<file path="src/rtl/wb_arb_pkg.sv">
// Shared types and helpers for the external-memory Wishbone arbiter.
package wb_arb_pkg;

    typedef enum logic [1:0] {
        IDLE  = 2'd0,
        BUSY  = 2'd1,
        ERR   = 2'd2,
        DRAIN = 2'd3
    } arb_state_t;

    localparam logic [2:0] CTI_CLASSIC = 3'b000;
    localparam logic [2:0] CTI_INCR    = 3'b010;
    localparam logic [2:0] CTI_EOB     = 3'b111;

    // OR-accumulates set bit positions; exact only for one-hot or zero input.
    function automatic logic [2:0] onehot2idx(input logic [7:0] oh);
        logic [2:0] idx;
        idx = '0;
        for (int unsigned i = 0; i < 8; i++) begin
            if (oh[i]) idx = idx | 3'(i);
        end
        return idx;
    endfunction

endpackage

</file>
<file path="src/rtl/wb_ext_mem_arbiter_rr_pick.sv">
// Combinational round-robin picker: first requester strictly after i_last.
module rr_pick #(
    parameter int N  = 2,
    parameter int IW = (N > 1) ? $clog2(N) : 1
) (
    input  logic [N-1:0]  i_req,
    input  logic [IW-1:0] i_last,
    output logic [N-1:0]  o_grant,
    output logic [IW-1:0] o_idx
);

    logic [N-1:0] w_rot;
    logic         w_found;
    int unsigned  w_pos;

    always_comb begin
        // Doubling then shifting puts master (last+1) at bit 0 without a wrap case.
        w_rot   = N'({i_req, i_req} >> (32'(i_last) + 32'd1));
        w_found = 1'b0;
        w_pos   = 0;
        o_idx   = '0;
        o_grant = '0;
        for (int unsigned i = 0; i < N; i++) begin
            if (!w_found && w_rot[i]) begin
                w_found = 1'b1;
                w_pos   = (32'(i_last) + 32'd1 + i) % N;
            end
        end
        if (w_found) begin
            o_idx   = IW'(w_pos);
            o_grant = N'(1) << w_pos;
        end
    end

endmodule

</file>
<file path="src/rtl/wb_ext_mem_arbiter.sv">
// Round-robin Wishbone B4 arbiter sharing the external-memory slave port,
// with cycle-long grant hold and a per-grant watchdog.
module wb_ext_mem_arbiter
    import wb_arb_pkg::*;
#(
    parameter int NUM_MASTERS = 2,
    parameter int AW          = 27,
    parameter int DW          = 32,
    parameter int TIMEOUT     = 1024,
    parameter int CNT_W       = (TIMEOUT > 0) ? $clog2(TIMEOUT + 1) : 1
) (
    input  logic                                clk,
    input  logic                                rst_n,
    input  logic [NUM_MASTERS-1:0][AW-1:0]      m_adr_i,
    input  logic [NUM_MASTERS-1:0][DW-1:0]      m_dat_i,
    input  logic [NUM_MASTERS-1:0][DW/8-1:0]    m_sel_i,
    input  logic [NUM_MASTERS-1:0]              m_we_i,
    input  logic [NUM_MASTERS-1:0]              m_cyc_i,
    input  logic [NUM_MASTERS-1:0]              m_stb_i,
    input  logic [NUM_MASTERS-1:0][2:0]         m_cti_i,
    input  logic [NUM_MASTERS-1:0][1:0]         m_bte_i,
    output logic [DW-1:0]                       m_dat_o,
    output logic [NUM_MASTERS-1:0]              m_ack_o,
    output logic [NUM_MASTERS-1:0]              m_err_o,
    output logic [NUM_MASTERS-1:0]              m_rty_o,
    output logic [AW-1:0]                       s_adr_o,
    output logic [DW-1:0]                       s_dat_o,
    output logic [DW/8-1:0]                     s_sel_o,
    output logic                                s_we_o,
    output logic                                s_cyc_o,
    output logic                                s_stb_o,
    output logic [2:0]                          s_cti_o,
    output logic [1:0]                          s_bte_o,
    input  logic [DW-1:0]                       s_dat_i,
    input  logic                                s_ack_i,
    input  logic                                s_err_i,
    input  logic                                s_rty_i,
    output logic [NUM_MASTERS-1:0]              grant_o,
    output logic                                timeout_o
);

    localparam int              IW      = $clog2(NUM_MASTERS);
    localparam bit              WD_EN   = (TIMEOUT > 0);
    localparam logic [CNT_W-1:0] WD_LAST = CNT_W'((TIMEOUT > 0) ? TIMEOUT - 1 : 0);

    arb_state_t             r_state, w_next;
    logic [NUM_MASTERS-1:0] r_grant, w_grant_nxt;
    logic [IW-1:0]          r_last, w_last_nxt;
    logic [CNT_W-1:0]       r_wd, w_wd_nxt;

    logic [NUM_MASTERS-1:0] w_pick_grant;
    logic [IW-1:0]          w_pick_idx;
    logic [IW-1:0]          w_own;
    logic                   w_busy;
    logic                   w_resp;

    rr_pick #(.N(NUM_MASTERS), .IW(IW)) u_pick (
        .i_req   (m_cyc_i),
        .i_last  (r_last),
        .o_grant (w_pick_grant),
        .o_idx   (w_pick_idx)
    );

    assign w_own     = IW'(onehot2idx(8'(r_grant)));
    assign w_busy    = (r_state == BUSY);
    assign w_resp    = s_ack_i | s_err_i | s_rty_i;
    assign m_dat_o   = s_dat_i;
    assign grant_o   = r_grant;
    assign timeout_o = (r_state == ERR);

    always_comb begin
        s_adr_o = '0;
        s_dat_o = '0;
        s_sel_o = '0;
        s_we_o  = 1'b0;
        s_cyc_o = 1'b0;
        s_stb_o = 1'b0;
        s_cti_o = '0;
        s_bte_o = '0;
        if (w_busy) begin
            s_adr_o = m_adr_i[w_own];
            s_dat_o = m_dat_i[w_own];
            s_sel_o = m_sel_i[w_own];
            s_we_o  = m_we_i[w_own];
            s_cyc_o = m_cyc_i[w_own];
            s_stb_o = m_stb_i[w_own];
            s_cti_o = m_cti_i[w_own];
            s_bte_o = m_bte_i[w_own];
        end
    end

    // Responses reach only the owner, and only while the slave path is live.
    assign m_ack_o = r_grant & {NUM_MASTERS{w_busy & s_ack_i}};
    assign m_rty_o = r_grant & {NUM_MASTERS{w_busy & s_rty_i}};
    assign m_err_o = r_grant & {NUM_MASTERS{(w_busy & s_err_i) | (r_state == ERR)}};

    always_comb begin
        w_next      = r_state;
        w_grant_nxt = r_grant;
        w_last_nxt  = r_last;
        w_wd_nxt    = '0;
        case (r_state)
            IDLE: begin
                if (|m_cyc_i) begin
                    w_next      = BUSY;
                    w_grant_nxt = w_pick_grant;
                    w_last_nxt  = w_pick_idx;
                end
            end
            BUSY: begin
                if (!m_cyc_i[w_own]) begin
                    w_next      = IDLE;
                    w_grant_nxt = '0;
                end else if (WD_EN && s_stb_o && !w_resp) begin
                    if (r_wd == WD_LAST) w_next = ERR;
                    else                 w_wd_nxt = r_wd + 1'b1;
                end
            end
            ERR: w_next = DRAIN;
            DRAIN: begin
                if (!m_cyc_i[w_own]) begin
                    w_next      = IDLE;
                    w_grant_nxt = '0;
                end
            end
            default: begin
                w_next      = IDLE;
                w_grant_nxt = '0;
            end
        endcase
    end

    always_ff @(posedge clk or negedge rst_n) begin
        if (!rst_n) begin
            r_state <= IDLE;
            r_grant <= '0;
            r_last  <= IW'(NUM_MASTERS - 1);
            r_wd    <= '0;
        end else begin
            r_state <= w_next;
            r_grant <= w_grant_nxt;
            r_last  <= w_last_nxt;
            r_wd    <= w_wd_nxt;
        end
    end

endmodule

</file>
<file path="config.mk">
export PLATFORM = sky130hd
export DESIGN_NAME = wb_ext_mem_arbiter
export DESIGN_NICKNAME = d
export VERILOG_FILES = /design/src/rtl/wb_arb_pkg.sv /design/src/rtl/wb_ext_mem_arbiter_rr_pick.sv /design/src/rtl/wb_ext_mem_arbiter.sv
export SDC_FILE = /design/constraint.sdc
export NUM_CORES = 1
export LEC_CHECK = 0
export ABC_AREA = 1
export BUFFER_PORTS_ARGS = -buffer_cell sky130_fd_sc_hd__buf_2
export CAP_MARGIN = 20
export CORE_AREA = 5 5 111 113
export DETAILED_ROUTE_END_ITERATION = 7
export DIE_AREA = 0 0 116 118
export MAX_ROUTING_LAYER = met4
export SYNTH_ARGS = -nofsm -noshare
export SYNTH_HDL_FRONTEND = slang
export SYNTH_SLANG_ARGS = --single-unit
</file>
<file path="constraint.sdc">
create_clock -name clk -period 2.1 [get_ports clk]
set_clock_uncertainty 0.2 [all_clocks]
set_input_delay 0.21 -clock clk [delete_from_list [all_inputs] [get_ports clk]]
set_output_delay 0.21 -clock clk [all_outputs]
set_load 0.1 [all_outputs]
</file>
==> out/summary.log <==
[worst_setup_path] CP cell instances inv_2, nor2_8, inv_6, buf_4, a21oi_4, buf_12
[worst_setup_path] CP max FO 10
[yosys] synthesis warning total 0
[final_layout] Layout fillers 1047
[floorplan] number of top-level design ports 291
[yosys] most used flip-flop cell after synthesis sky130_fd_sc_hd__dfrtp_1
[final_layout] footprint of the flip-flops and latches 409 um2
[yosys] synthesized netlist cell count 383
[drt] DR vias 3143
[yosys] FF+latch count, synth 16
[timing] max-slew violations 0
[drt] antenna-violating nets left 0
[final_layout] signed area change from the synthesized netlist to the final layout 147%
[yosys] Netlist Area Pre-Place 0.00219 mm2
[global_routing] GRT Total Usage 16.2%
[timing] final critical-path share of the clock period 96.4%
[timing] setup TNS 0 ns
[cts] CTS Sinks 16
[yosys] number of nets in the synthesized netlist 563
[timing] number of setup violations in the final report 0
[yosys] asr flop ratio synth 100%
[min_path] type of the tightest min-delay check in2reg
[cts] worst skew pair latency 0.25 ns
[yosys] Post-synth EDFFs 0
[final_layout] number of non-filler instances in the completed layout 710
[global_routing] number of antenna violations at the first check in global routing 0
[timing] Relative slew margins 67.6%
[drt] detail-routed net length per standard cell 16.9 um
[placement] number of placed instances with taps included 703
[final_layout] number of antenna diodes 0
[yosys] most used standard cells in the synthesized netlist 162 x sky130_fd_sc_hd__nand2_1, 72 x sky130_fd_sc_hd__a21oi_1, 33 x sky130_fd_sc_hd__buf_4
[drt] Vias/cell 4.43
[placement] placed wire-length estimate 9960 um
[yosys] biggest area contributors in the synthesized netlist sky130_fd_sc_hd__nand2_1 28%, sky130_fd_sc_hd__dfrtp_1 17%, sky130_fd_sc_hd__a21oi_1 16%
[timing] transition at the pin with the smallest max-transition slack 0.490 ns
[placement] global placement routability congestion 0.898
[worst_setup_path] highest-delay cell along the critical path sky130_fd_sc_hd__dfrtp_2
[floorplan] effective utilization at floorplan 19.5%
[timing] hold_ws 0.112 ns
[flow_run] max_cap viols 0
[min_path] Worst Hold End r_last
[timing] setup repair after global routing missed its margin true
[global_routing] grt total ovfl 0
[worst_setup_path] Crit. End Element output port
[timing] total count of hold-check failures in the final report 0
[cts] TritonCTS Buffers 3
[timing] final worst path period need 2.02 ns
[cts] clk buf depth 2
[drt] Initial DRC Count 141
[floorplan] overall die width 116 um
[worst_setup_path] startpoint of the lowest-slack register-to-register path grant_o[1]
[floorplan] num rows 39
[yosys] cell type with the largest total area after synthesis sky130_fd_sc_hd__nand2_1
[cts] clock input transition at the sequential cells of the worst setup and hold paths 0.04 ns
[worst_setup_path] Startpoint Class register
[cts] buffer cell driving the clock tree root sky130_fd_sc_hd__clkbuf_16
[final_layout] proportion of layout cells with a drive suffix above 1 60.7%
[yosys] fraction of synthesized cell area taken by the top area cell type 27.8%
[min_path] source of the worst hold timing path m_cyc_i[0]
[placement] count of input and output buffers 226
[worst_setup_path] type of the setup path with the least slack reg2out
[global_routing] global-route wire length before repair 17400 um
[run_status] run status finished clean
[cts] htree depth 1
[placement] worst setup timing slack at the placement stage 0.209 ns
[drt] Residual DRC 0
[min_path] cell depth of the worst hold path 4
[final_layout] multi-input logic area 0.00220 mm2
[floorplan] core box area 0.0112 mm2
[worst_setup_path] slowest cell delay on critical path 0.44 ns
[global_routing] pin count of the biggest net entering global routing 57
[worst_setup_path] Worst Path Required 1.69 ns
[final_layout] number of nets in the layout 748
[yosys] Distinct cells, synth 30
[yosys] post-synthesis average cell area 5.71 um2
[global_routing] vias in the first global route 3088
[yosys] most common cell in the netlist sky130_fd_sc_hd__nand2_1
[drt] router iterations before antenna repair 4
[worst_setup_path] register-to-register setup slack 0.29 ns
[floorplan] Die Outline Area 0.0137 mm2
[worst_setup_path] Worst R2R Path Depth 7
[yosys] sequential element share of the synthesized area 18.4%
[timing] f_max 494 MHz
[cts] CTS tree built
[drt] drt total wl 12000 um
[worst_setup_path] arrival time worst endpoint 1.61 ns
[timing] Setup WS post-layout 0.0760 ns
[floorplan] Die Ht 118 um
[worst max path at each step]
stage / cells after the start / slack [ns] / startpoint / to
after CTS: 6 / 0.01 / r_state[0] / s_sel_o[3]
after detailed placement: 6 / 0.21 / r_state[0] / m_rty_o[0]
after global placement: 6 / 0.26 / r_state[0] / s_sel_o[3]
final: 6 / 0.08 / r_state[0] / s_bte_o[0]
after floorplan: 5 / -0.09 / register / m_err_o[1]
after global routing: 4 / -0.01 / grant_o[1] / s_adr_o[26]
[flip-flops by register name, summed over array words and instances, names as in the netlist, named ones only]
signal	cells
grant_o	2
r_last	1
r_state	1
r_wd	11
[repair_timing]
| action | CTS | global route |
|---|---|---|
| hold buffers | 1 | 0 |
| hold endpoints to repair | 16 | 0 |
| gates resized for setup | 2 | 1 |
| endpoints found under the setup margin | 4 | 33 |
| cloned | 0 | 2 |
| pin swaps | 0 | 1 |
| setup buffers | 0 | 0 |
[layout by cell type (no fill, tap or decap), types with 2 or more instances in the layout]
cell type,instances
sky130_fd_sc_hd__xor2_1,3
sky130_fd_sc_hd__xnor2_1,2
sky130_fd_sc_hd__nor3_4,4
sky130_fd_sc_hd__buf_4,3
sky130_fd_sc_hd__a21oi_1,3
sky130_fd_sc_hd__nor2_8,3
sky130_fd_sc_hd__nand3_2,2
sky130_fd_sc_hd__dfrtp_2,3
sky130_fd_sc_hd__nor2_1,5
sky130_fd_sc_hd__nor3_1,3
sky130_fd_sc_hd__dfrtp_1,11
sky130_fd_sc_hd__nand3_1,8
sky130_fd_sc_hd__a21oi_4,69
sky130_fd_sc_hd__o21ai_0,4
sky130_fd_sc_hd__inv_2,4
sky130_fd_sc_hd__nor2_4,3
sky130_fd_sc_hd__nor2_2,10
sky130_fd_sc_hd__buf_12,79
sky130_fd_sc_hd__buf_2,150
sky130_fd_sc_hd__inv_1,12
sky130_fd_sc_hd__nand2_1,162
sky130_fd_sc_hd__clkbuf_16,5
sky130_fd_sc_hd__o21ai_1,2
[area by class of cell]
class	instances	share of cell area, %
clock buffers	4	1.46
inverters	18	1.39
multi-input cells	292	40.8
flip-flops and latches	16	7.58
well taps	143	3.31
repair buffers	237	45.4
[worst max-delay path, delay by kind of cell (launching register included)]
family	cells	cell delay, ns
buf+inv	4	0.80
simple gates	1	0.06
compound gates	1	0.07
flops	1	0.44
[logic make-up (layout without fill, tap and decap cells)]
| group | after synthesis | count (layout) | share of synthesized area (%) |
|---|---|---|---|
| XOR/XNOR | 5 | 5 | 2.00 |
| AND/OR/NAND/NOR | 206 | 206 | 41.1 |
| adder cells (fa/ha/maj) | 1 | 1 | 0.572 |
| AO/OA/AOI/OAI | 80 | 80 | 18.5 |
| flip-flops | 16 | 16 | 18.4 |
| buffers and inverters | 75 | 259 | 19.4 |
[metrics by stage]
step           instance area [um2]  util [%]
2_1_floorplan                 3090         -
6_report                      5400      48.1
3_3_place_gp                  5250      46.8
4_1_cts                       5350      47.6
3_5_place_dp                  5250      46.8
5_1_grt                       5400      48.1
[per-layer routing]
layer  share of wire [%]  vias up  GRT usage [%]
li1                    -     1553              -
met1                  38     1450           19.3
met2                  54      128           29.2
met3                 7.2       12           1.75
met4                 1.5        0           3.19
met5                   0        -              -
Power is not shown: default switching activity piles up to over one toggle a cycle in this logic, so the estimate is an artifact.
